$ cat config.mk
export PLATFORM = sky130hd
export DESIGN_NAME = arbiter_4ch
export DESIGN_NICKNAME = d
export VERILOG_FILES = /design/src/rtl/arbiter_4ch.sv
export SDC_FILE = /design/constraint.sdc
export NUM_CORES = 1
export LEC_CHECK = 0
export CAP_MARGIN = 20
export CORE_MARGIN = 2
export CORE_UTILIZATION = 50
export DETAILED_ROUTE_END_ITERATION = 10
export GPL_ROUTABILITY_DRIVEN = 0
export PLACE_DENSITY = 0.77
export SYNTH_ARGS = -nofsm -noshare
export SYNTH_HDL_FRONTEND = slang
export SYNTH_SLANG_ARGS = --single-unit
export TNS_END_PERCENT = 10
$ cat constraint.sdc
create_clock -name clk -period 2.1 [get_ports clk]
set_input_delay 0.315 -clock clk [delete_from_list [all_inputs] [get_ports clk]]
set_output_delay 0.315 -clock clk [all_outputs]
set_load 0.005 [all_outputs]
$ cat src/rtl/arbiter_4ch.sv
// arbiter_4ch: four-requester arbiter with fixed/round-robin priority and bounded hold time
module arbiter_4ch #(
  parameter int MAX_HOLD = 8
) (
  input  logic       clk,
  input  logic       rst,
  input  logic [3:0] req,
  input  logic       done,
  input  logic       rr_en,
  output logic [3:0] gnt,
  output logic [1:0] gnt_id,
  output logic       busy,
  output logic       timeout
);
  typedef enum logic [1:0] {IDLE, GRANT, RELEASE} state_t;
  state_t state, state_n;
  logic [1:0] ptr, ptr_n, gnt_id_n, fix_win, rr_win;
  logic [3:0] hold, hold_n, gnt_n;
  logic busy_n, timeout_n, own_req, rel;
  always_comb begin
    fix_win = 2'd0;
    for (int i = 0; i < 4; i++) fix_win = req[i] ? 2'(i) : fix_win;
    rr_win = ptr;
    // scan backwards so the bit closest to ptr is the last one written
    for (int i = 3; i >= 0; i--) rr_win = req[ptr + 2'(i)] ? ptr + 2'(i) : rr_win;
  end
  assign own_req = req[gnt_id];
  assign rel = done || !own_req || hold == 4'(MAX_HOLD);
  always_comb begin
    state_n = state;
    gnt_n = gnt;
    gnt_id_n = gnt_id;
    busy_n = busy;
    timeout_n = 1'b0;
    hold_n = hold;
    ptr_n = ptr;
    case (state)
      IDLE: if (|req) begin
        state_n = GRANT;
        gnt_id_n = rr_en ? rr_win : fix_win;
        gnt_n = 4'b0001 << gnt_id_n;
        busy_n = 1'b1;
        hold_n = 4'd1;
      end
      GRANT: if (rel) begin
        state_n = RELEASE;
        gnt_n = 4'b0000;
        busy_n = 1'b0;
        timeout_n = !done && own_req;
        hold_n = 4'd0;
        ptr_n = gnt_id + 2'd1;
      end else hold_n = hold + 4'd1;
      default: begin
        state_n = IDLE;
        gnt_n = 4'b0000;
        busy_n = 1'b0;
      end
    endcase
  end
  always_ff @(posedge clk) begin
    if (rst) begin
      state <= IDLE;
      gnt <= 4'b0000;
      gnt_id <= 2'd0;
      busy <= 1'b0;
      timeout <= 1'b0;
      hold <= 4'd0;
      ptr <= 2'd0;
    end else begin
      state <= state_n;
      gnt <= gnt_n;
      gnt_id <= gnt_id_n;
      busy <= busy_n;
      timeout <= timeout_n;
      hold <= hold_n;
      ptr <= ptr_n;
    end
  end
endmodule

Word level (Yosys, flattened, before mapping)
Index checks and enable logic that the tools add are counted.

storage, ports and cells
  register bits after elaboration = 16
  bits of input ports = 8
  word-level logic and storage cells = 67

cells by class
  equal/unequal tests = 4
  $lt $le $gt $ge = 5
  mux-type cells = 30
  shifts and indexed selects = 1
  bitwise gates (word level) = 2
  add/sub/neg operators = 5
  reductions and logical operators = 13

operator list
  kind                   count
  $mux W2                9
  $mux W4                4
  $pmux W4 S2            2
  $lt A2 B3 Y1 const B   5
  $bmux W1 S2            5
  $mux W1                8
  $reduce_and A2 Y1      4
  $add A2 B1 Y2 const B  2
  $add A2 B2 Y2 const B  2
  $add A4 B1 Y4 const B  1
  $eq A4 B4 Y1 const B   1
  $ne A2 B2 Y1 const B   2
  $pmux W2 S2            1
  $reduce_or A4 Y1       1
  $shl A1 B2 Y4 const A  1
  $reduce_or A3 Y1       1
  $eq A2 B1 Y1 const B   1
  $logic_not A1 Y1       2
  $logic_not A2 Y1       1
  $logic_or A1 B1 Y1     2
  $not A1 Y1             2
  $pmux W1 S2            1
  $reduce_bool A2 Y1     1
  $logic_and A1 B1 Y1    1

Logic depth before layout (Yosys ltp)
  word-level depth = 11
  mapped depth = 7
  depth with buffers taken out = 7

Worst setup path after synthesis
OpenSTA, ideal clock, no wires.

  path kind = register to register
  start = register gnt_id[1]
  end = register gnt[1]
  slack = 0.531 ns
  clock period less this slack = 1.569 ns
  path buffers = 0
  stages on the path, launching flop included = 6
  arrival = 1.452 ns
  cells stage by stage = dfxtp_1 -> mux2_2 -> a22o_4 -> a32oi_1 -> nor2_1 -> a32o_1

between the ends
  longest elaborated chain between the ends = 7

RTL lines
  element                          line  source
  start, declared                  11    output logic [1:0] gnt_id,
  start signal, assigned           72    gnt_id <= gnt_id_n;
  $bmux W1 S2                      27    assign own_req = req[gnt_id];
  $mux W1 (not written as such)    27
  $logic_not A1 Y1                 28    assign rel = done || !own_req || hold == 4'(MAX_HOLD);
  $logic_or A1 B1 Y1 (2 in a row)  28
  $ne A2 B2 Y1 (no line)           n/a
  $reduce_and A2 Y1 (no line)      n/a
  end signal, assigned             71    gnt <= gnt_n;
  end, declared                    10    output logic [3:0] gnt,

Every way passes these cells. The select of a mux whose other input is x is not followed.
A chain may end at the register's enable or synchronous reset.

Worst setup path in the final report
  start = input port req[0]
  end = register gnt[3]

between the ends
  longest elaborated chain between the ends = 10
  elaborated cells on any way between the ends = 25
  classes of those cells = 2 x eq/ne; 1 x shift; 17 x mux; 5 x reduce/logical

RTL lines
  element                        line  source
  start, declared                7     input logic [3:0] req,
  $bmux W1 S2                    25    for (int i = 3; i >= 0; i--) rr_win = req[ptr + 2'(i)] ? ptr + 2'(i) : rr_win;
  $mux W1 (not written as such)  25
  $mux W2 (4 in a row)           25
  $mux W2                        40    gnt_id_n = rr_en ? rr_win : fix_win;
  $shl A1 B2 Y4                  41    gnt_n = 4'b0001 << gnt_id_n;
  $mux W4                        38    IDLE: if (|req) begin
  $pmux W4 S2                    37    case (state)

Parallel ways exist; a longest one is shown, timed or not. The select of a mux whose other input is x is not followed.

==> results.md <==
| Quantity | This run | Unit |
| --- | --- | --- |
| Reg-to-reg critical path endpoint | gnt[2] | - |
| Worst Reg-to-Reg Cells | 5 | - |
| Most used DFF post-synth | dfxtp_1 | - |
| Total number of yosys warnings | 0 | - |
| # resized after CTS | 0 | - |
| Detailed Place HPWL | 1.38 | mm |
| Maximum vdd drop | 0.396 | mV |
| Vert. Die Dim | 45.2 | um |
| Max-slew violation total from the final report | 0 | - |
| Distinct cell type count after synthesis | 41 | - |
| CTS Root Cell | clkbuf_4 | - |
| Number of clock sinks | 15 | - |
| Clock latency on the worst-skew pair | 290 | ps |
| Routed via count | 781 | - |
| Clock-pin slew reported for the worst setup and hold paths after clock tree synthesis | 80 | ps |
| Number of antenna violations at the first check in global routing | 0 | - |
| Clock buffers created by TritonCTS | 3 | - |
| Average cell area after synthesis | 9.04 | sq um |
| Worst Tran Pin Value | 705 | ps |
| Vias/cell | 5.87 | - |
| Number of cell rows | 14 | - |
| Global router's overall resource usage | 20.5 | % |
| Total wirelength of the detailed-routed design | 1.77 | mm |
| Worst slew margin relative to its limit | 52.5 | % |
| Share of the yosys chip area belonging to registers | 35.3 | % |
| Violation count after the first detailed-route iteration | 10 | - |
| Synthesis-to-layout area growth | 26.7 | % |
| Htree depth | 1 | - |
| Worst slack at placement | 40.5 | ps |
| Setup repair after global routing missed its margin | no | - |
| Share of synthesized registers carrying an async set or reset | 0 | % |
| Cell Pwr Density | 666 | nW/um^2 |
| Final #Nets | 128 | - |
| Crit path launch type | primary input | - |
| Remaining antenna violation count | 0 | - |
| Post-layout util | 69.8 | % |
| Die outline area | 2040 | sq um |
| Clock tree from TritonCTS | done | - |
| Maximum clock skew at final layout | 4.80 | ps |
| Final min period | 1760 | ps |
| Standard cell with the maximum stage delay on the critical path | clkdlybuf4s50_1 | - |
| Instance count of the mapped netlist | 94 | - |
| Number of synthesized register bits | 15 | - |
| Antenna diodes | 0 | - |
| CP peak stage delay | 580 | ps |
| Drt drc | 0 | - |
| Via count of the first global-routing pass | 717 | - |
| Required time at the worst-slack endpoint | 2290 | ps |
| Global route overflow | 0 | - |
| Max-capacitance violation count | 0 | - |
| Class of the tightest hold or removal check | reg -> reg | - |
| Hold Worst Slack | 475 | ps |
| Most frequent cells in the layout | 15 x dfxtp_1, 15 x clkdlybuf4s50_1, 13 x nor2_1 | - |
| Kind of critical path | in -> reg | - |
| Number of cells traversed by the worst hold path | 1 | - |
| Maximum number of buffers from clock root to sink | 2 | - |
| Maximum fanout along the worst path | 7 | - |
| Origin of the worst min-delay path | gnt[1] | - |
| WL/cell | 13.3 | um |
| Combined area of all synthesized cells | 850 | sq um |
| Worst Hold End | gnt[1] | - |
| Setup TNS | 0 | ps |
| Ratio of cells with drive above 1 in the final layout | 17.1 | % |
| Cell Chain, Critical Path | clkdlybuf4s50_1 -> nand2b_1 -> a22o_1 -> o221ai_1 -> o21ai_0 -> a32o_1 | - |
| Initial standard-cell utilization of the core | 55.1 | % |
| Number of nets in the synthesized netlist | 104 | - |
| Number of buffer cells added on primary ports | 15 | - |
| Kind of end point of the critical path | flop | - |
| Count of flip-flops with a built-in enable after synthesis | 0 | - |
| Leakage power figure | 0.000414 | uW |
| Maximum number of pins on one net before global-route repair | 9 | - |
| Startpoint of the most critical register-to-register path | gnt_id[1] | - |
| Slack of the worst reg-to-reg path | 440 | ps |
| Critical path data arrival time | 1940 | ps |
| Total of hold buffers inserted after clock tree synthesis | 0 | - |
| Setup slack of the critical path after layout | 345 | ps |
| Outcome | completed | - |
| Fillers | 131 | - |
| Peak clock frequency supported by timing | 570 | MHz |
| Buffers inserted during post-CTS setup optimization | 0 | - |
| Global-route wire length before repair | 3.02 | mm |
| Number of setup violations in the final report | 0 | - |
| I/O pin cnt | 16 | - |
| Hold Vio Cnt, Final | 0 | - |
| Horiz. Die Dim | 45.2 | um |
| Post-route clock period utilization | 83.6 | % |
| Number of detailed-routing iterations run before antenna repair | 4 | - |
| Std-Cell Core Area | 1540 | sq um |
==> cell families (layout without fill, tap and decap cells) <==
family	count (synthesis)	in the layout	share of synthesized area (%)
AOI/OAI and AO/OA	27	27	26.7
xor gates and xnor gates	1	1	1.03
adders and majority gates	2	2	2.95
buffers and inverters	6	29	3.09
DFF	15	15	35.3
muxes	3	3	4.27
and+or+nand+nor	40	40	26.7
==> synthesized netlist by cell type, types with 2 or more instances <==
cell type  number  area (sq um)
dfxtp_1        15           300
nor2_1         13          48.8
a21oi_1         5          25.0
inv_1           5          18.8
nand2_1         5          18.8
a32o_1          4          40.0
a211oi_1        3          22.5
nand2b_1        3          18.8
a32oi_1         2          17.5
and2b_2         2          17.5
ha_1            2          25.0
nand3_1         2          10.0
nor3_1          2          10.0
nor3_2          2          20.0
nor4_1          2          12.5
o21ai_0         2          10.0
==> per-layer routing <==
layer  GRT usage (%)  routed length, um  part of all wire, %  up-vias
met4            13.5                 43                  2.4        0
met2            28.9                745                   42       15
met5               0                  0                    0        -
li1                -                  -                    -      403
met3            4.00                 68                  3.8        5
met1            28.1                914                   52      358
==> worst max path at each step <==
stage / from / end / slack [ps] / cells after the start
2_1_floorplan: gnt_id[1] / gnt[1] / 530 / 5
3_3_place_gp: req[0] / gnt[2] / 100 / 5
3_5_place_dp: req[0] / gnt[1] / 40 / 6
4_1_cts: req[0] / gnt[1] / 340 / 6
5_1_grt: req[0] / hold[0] / 230 / 6
6_report: req[0] / gnt[3] / 340 / 6
==> cell type report <==
type,instances,area (sq um),area share (%)
clock buffer,4,26.3,2.44
tap,16,20.0,1.86
sequential,15,300,27.9
multi-input combinational,73,523,48.6
inverter,5,18.8,1.74
timing repair buffer,20,188,17.4
==> where the power goes <==
| group | total, uW | leakage, uW | switching, uW | internal (uW) |
|---|---|---|---|---|
| sequential | 341 | 0.000123 | 31.3 | 310 |
| combinational | 206 | 0.000276 | 95.1 | 111 |
| clock | 169 | 0.0000150 | 94.5 | 74.0 |
==> worst max-delay path: cells and delay by family <==
family	cells	cell delay (ps)
AO/OA/AOI/OAI	4	950
buffers and inverters	1	580
AND/OR/NAND/NOR	1	90
==> registers in the layout, indices dropped and copies added, names as in the netlist <==
signal / count
ptr: 2
busy: 1
gnt: 4
hold: 4
state: 1
timeout: 1
gnt_id: 2
==> stage by stage <==
step	cells	power [uW]	cell area, sq um
after floorplan	94	472	850
after global placement	129	547	1050
after detailed placement	129	553	1050
after CTS	133	723	1080
after global routing	133	759	1080
final	133	716	1080
Note: power is estimated with default switching activity, not from simulation.
